**config.mk**
```make
export PLATFORM = sky130hd
export DESIGN_NAME = riscv_mem_arb
export DESIGN_NICKNAME = d
export VERILOG_FILES = /design/src/rtl/riscv_pkg.sv /design/src/rtl/riscv_mem_arb.sv
export SDC_FILE = /design/constraint.sdc
export NUM_CORES = 1
export LEC_CHECK = 0
export BUFFER_PORTS_ARGS = -buffer_cell sky130_fd_sc_hd__buf_2
export CAP_MARGIN = 20
export CORE_AREA = 2 2 159 161
export CTS_BUF_LIST = sky130_fd_sc_hd__clkbuf_8
export DETAILED_ROUTE_END_ITERATION = 16
export DIE_AREA = 0 0 161 163
export SLEW_MARGIN = 10
export SYNTH_ARGS = -nofsm -noshare
export SYNTH_HDL_FRONTEND = slang
export SYNTH_SLANG_ARGS = --single-unit
```
**constraint.sdc**
```tcl
create_clock -name clk -period 5.8 [get_ports clk]
set_input_delay 0 -clock clk [delete_from_list [all_inputs] [get_ports clk]]
set_output_delay 0 -clock clk [all_outputs]
set_load 0.005 [all_outputs]
```
**src/rtl/riscv_pkg.sv**
```systemverilog
// Shared definitions for the RISC-V core memory subsystem.
// Response ownership encoding and arbiter defaults.
package riscv_pkg;

    localparam int STARVE_LIMIT_DEF = 4;

    typedef enum logic [1:0] {
        RESP_NONE,
        RESP_IF,
        RESP_D
    } resp_owner_e;

endpackage

```
**src/rtl/riscv_mem_arb.sv**
```systemverilog
// Fetch/data arbiter onto a single-ported memory with one-cycle
// read latency, starvation guard and conflict counter.
module riscv_mem_arb
    import riscv_pkg::*;
#(
    parameter int DATA_WIDTH   = 64,
    parameter int ADDR_WIDTH   = 14,
    parameter int STARVE_LIMIT = STARVE_LIMIT_DEF
) (
    input  logic                  clk,
    input  logic                  rst_n,
    input  logic                  sft_rst,
    input  logic                  if_req,
    input  logic [ADDR_WIDTH-1:0] if_addr,
    output logic                  if_gnt,
    output logic                  if_rvalid,
    output logic [DATA_WIDTH-1:0] if_rdata,
    input  logic                  d_req,
    input  logic                  d_we,
    input  logic [ADDR_WIDTH-1:0] d_addr,
    input  logic [DATA_WIDTH-1:0] d_wdata,
    output logic                  d_gnt,
    output logic                  d_rvalid,
    output logic [DATA_WIDTH-1:0] d_rdata,
    output logic                  mem_cs,
    output logic                  mem_we,
    output logic [ADDR_WIDTH-1:0] mem_addr,
    output logic [DATA_WIDTH-1:0] mem_wdata,
    input  logic [DATA_WIDTH-1:0] mem_rdata,
    output logic [31:0]           conflict_cnt
);

    localparam int SW = $clog2(STARVE_LIMIT + 1);
    localparam logic [SW-1:0] LIM = SW'(STARVE_LIMIT);

    logic [SW-1:0]         r_starve;
    resp_owner_e           r_resp;
    resp_owner_e           w_resp_nxt;
    logic [DATA_WIDTH-1:0] r_if_hold;
    logic [DATA_WIDTH-1:0] r_d_hold;
    logic [31:0]           r_conflict;
    logic                  w_block;
    logic                  w_if_win;

    assign w_block  = !rst_n || sft_rst;
    assign w_if_win = if_req && (!d_req || (r_starve == LIM));

    always_comb begin
        if_gnt    = if_req && !w_block && w_if_win;
        d_gnt     = d_req && !w_block && !w_if_win;
        mem_cs    = if_gnt || d_gnt;
        mem_we    = d_gnt && d_we;
        mem_addr  = '0;
        mem_wdata = '0;
        if (if_gnt) begin
            mem_addr = if_addr;
        end else if (d_gnt) begin
            mem_addr  = d_addr;
            mem_wdata = d_wdata;
        end
    end

    always_ff @(posedge clk or negedge rst_n) begin
        if (!rst_n) begin
            r_starve <= '0;
        end else if (sft_rst) begin
            r_starve <= '0;
        end else if (if_req && !if_gnt) begin
            r_starve <= (r_starve == LIM) ? LIM : r_starve + 1'b1;
        end else begin
            r_starve <= '0;
        end
    end

    always_comb begin
        w_resp_nxt = RESP_NONE;
        unique case (1'b1)
            sft_rst:        w_resp_nxt = RESP_NONE;
            if_gnt:         w_resp_nxt = RESP_IF;
            (d_gnt && !d_we): w_resp_nxt = RESP_D;
            default:        w_resp_nxt = RESP_NONE;
        endcase
    end

    always_ff @(posedge clk or negedge rst_n) begin
        if (!rst_n) begin
            r_resp <= RESP_NONE;
        end else begin
            r_resp <= w_resp_nxt;
        end
    end

    // A pending response is dropped while soft reset is asserted.
    assign if_rvalid = (r_resp == RESP_IF) && !sft_rst;
    assign d_rvalid  = (r_resp == RESP_D) && !sft_rst;
    assign if_rdata  = if_rvalid ? mem_rdata : r_if_hold;
    assign d_rdata   = d_rvalid ? mem_rdata : r_d_hold;

    always_ff @(posedge clk or negedge rst_n) begin
        if (!rst_n) begin
            r_if_hold <= '0;
            r_d_hold  <= '0;
        end else if (sft_rst) begin
            r_if_hold <= '0;
            r_d_hold  <= '0;
        end else begin
            if (if_rvalid) r_if_hold <= mem_rdata;
            if (d_rvalid)  r_d_hold  <= mem_rdata;
        end
    end

    always_ff @(posedge clk or negedge rst_n) begin
        if (!rst_n) begin
            r_conflict <= '0;
        end else if (sft_rst) begin
            r_conflict <= '0;
        end else if (if_req && d_req && !(&r_conflict)) begin
            r_conflict <= r_conflict + 32'd1;
        end
    end

    assign conflict_cnt = r_conflict;

endmodule

```
==> results.tsv <==
metric	value	unit
synthesis.area	8180	um2
cts-root-buf	clkbuf_8	
arrival	2550	ps
cts.clk_slew.worst_paths	90	ps
grt_max_degree	93	
fin_tns_setup	0	ps
crit_required	5800	ps
h-tree-depth	4	
reg2reg_depth	5	
die_area	26200	um2
die_h	163	um
async_flop_share	100	%
hold_class	input port to async pin	
coreArea	24700	um2
peakVddDrop	117	uV
port_buffers	405	
drc_errors	0	
antenna_left	0	
period_needed	2550	ps
via_per_inst	4.71	
syn-num-nets	892	
fin_crit_sh	44.0	%
synth_edf_count	0	
drt-total-wl	28300	um
nFillCells	2388	
initial_core_util	33.2	%
yosys_register_bits	165	
drtPass1Iterations	5	
drive_above_1_share	48.8	%
synth.avg_cell_area	11.3	um2
max_freq	0.392	GHz
cp-end-kind	output pin	
rows	58	
final_net_count	1347	
grt_overflow	0	
pwr_density_cell	194	nW/um2
cp_max_fo	79	
synth_top_area_share	50.5	%
rsz0062_at_grt	no	
synth_top_area_cell	dfrtp_1	
startpoint_type	input port	
grt_pass1_vias	7072	
power.total	2.25	mW
ios	406	
place.gp.congestion	0.879	
skew	21.7	ps
worstSetupPathType	input port to output pin	
fin_util	47.1	%
yosysSeqAreaShare	50.5	%
setup_viol	0	
synthFlopType	dfrtp_1	
drtIter0Drc	378	
cts_buffer_depth	2	
cts_buffers	17	
drv_slew	0	
status	finished clean	
synth_common_cells	165 x dfrtp_1, 131 x nor2b_1, 128 x mux2_2, 65 x and2_1, 45 x clkbuf_1	
slew_headroom	33.4	%
tightest_slew	999	ps
antenna_found_initial	8	
synthMostInstantiatedCell	dfrtp_1	
synthCells	727	
grt_util_all_layers	20.8	%
maxCapViolCount	0	
ys_types	41	
synthToLayoutAreaGrowth	42.1	%
r2r_start	conflict_cnt[11]$_DFFE_PN0P_	
dp_hpwl	20800	um
regToRegEndpoint	conflict_cnt[30]$_DFFE_PN0P_	
rrSetupSlack	3290	ps
synth-warning-count	0	
final-hold-violation-count	0	
wl_per_cell	18.5	um
die_w	161	um
grt_pass1_wl	41500	um
vias	7208	
clk_latency	460	ps
p_leak	6.26	nW
cts_tree	done	
clock_sinks	165	
synth_area_leaders	dfrtp_1 50%, mux2_2 18%, nor2b_1 10%	
-- flip-flops by register name, indices dropped and copies added, names as in the netlist --
name          cells
r_d_hold         64
r_if_hold        64
conflict_cnt     32
r_starve          3
r_resp            2
-- kinds of logic after synthesis --
family / after synthesis / synth area share [%]
XOR/XNOR: 12 / 1.28
buffers and inverters: 55 / 2.74
AO/OA/AOI/OAI: 65 / 5.23
AND/OR/NAND/NOR: 297 / 21.9
multiplexers: 130 / 17.9
adder cells (fa/ha/maj): 3 / 0.459
flip-flops: 165 / 50.5
-- power breakdown --
group	switching (mW)	leakage, nW	internal [mW]
Clock	0.493	0.194	0.330
Sequential	0.00445	2.30	1.16
Combinational	0.132	3.77	0.133
Total	0.630	6.26	1.62
-- repair_timing --
| action | CTS | global route |
|---|---|---|
| hold buffers | 70 | 0 |
| buffers inserted | 0 | 0 |
| endpoints found under the hold margin | 178 | 0 |
| gates resized for setup | 0 | 0 |
| setup endpoints to repair | 0 | 0 |
-- worst max path at each step --
stage / end / depth (start not counted) / from
global route: mem_addr[5] / 8 / rst_n
finish: mem_addr[5] / 8 / rst_n
CTS: mem_addr[9] / 8 / rst_n
global placement: conflict_cnt[30]$_DFFE_PN0P_ / 5 / conflict_cnt[11]$_DFFE_PN0P_
detailed placement: conflict_cnt[30]$_DFFE_PN0P_ / 5 / conflict_cnt[11]$_DFFE_PN0P_
floorplan: conflict_cnt[26]$_DFFE_PN0P_ / 7 / conflict_cnt[2]$_DFFE_PN0P_
-- per-stage QoR --
step                std cells  hold slack, ps  setup slack, ps  instance area, um2
global placement         1423           -25.3             3410               10500
detailed placement       1423           -16.6             3350               10500
finish                   1529            74.9             3250               11600
CTS                      1525            45.6             3240               11600
floorplan                 727            -296             3690                8180
global route             1529            84.5             3030               11600
-- layer usage --
layer	track usage (%)	vias to the layer above	part of all wire (%)
li1	-	3406	-
met5	0	-	0.046
met3	5.58	44	6.7
met2	35.0	276	49
met1	24.6	3480	40
met4	10.4	2	3.5
-- worst max-delay path: stages --
cell	delay [ps]
dlygate4sd3_1	560
buf_6	390
nor2b_1	270
nand2_1	120
a31oi_4	160
buf_4	530
a22o_1	240
buf_2	190
-- area by class of cell --
| class | count | area, um2 | area share, % |
|---|---|---|---|
| tap | 330 | 413 | 3.55 |
| clock buffer | 18 | 248 | 2.13 |
| inverter | 6 | 22.5 | 0.194 |
| sequential | 165 | 4130 | 35.5 |
| multi-input combinational | 507 | 3860 | 33.2 |
| antenna | 4 | 10.0 | 0.0861 |
| timing repair buffer | 485 | 2810 | 24.2 |
| clock inverter | 14 | 135 | 1.16 |
-- cells in the final DEF (no fill, tap or decap), types with 2 or more instances in the layout --
| master | count |
|---|---|
| buf_2 | 403 |
| dfrtp_1 | 165 |
| nor2b_1 | 131 |
| mux2_2 | 128 |
| dlygate4sd3_1 | 70 |
| and2_1 | 65 |
| a21oi_1 | 20 |
| nand2_1 | 19 |
| nor2_1 | 19 |
| clkbuf_8 | 18 |
| a22o_1 | 14 |
| o21ai_0 | 12 |
| nand4_1 | 11 |
| buf_4 | 11 |
| nand3_1 | 10 |
| or3_1 | 10 |
| xnor2_1 | 10 |
| or4_1 | 8 |
| inv_1 | 7 |
| o31ai_1 | 6 |
| and3_1 | 5 |
| inv_8 | 5 |
| diode_2 | 4 |
| and4_1 | 4 |
| a211oi_1 | 4 |
| a31oi_1 | 3 |
| ha_1 | 3 |
| inv_6 | 3 |
| nor3b_2 | 2 |
| nor3_1 | 2 |
| nand2b_1 | 2 |
| nor4_1 | 2 |
| xor2_1 | 2 |
| clkinv_4 | 2 |
| clkinvlp_4 | 2 |
No activity file was read; power rests on OpenSTA's default activity.
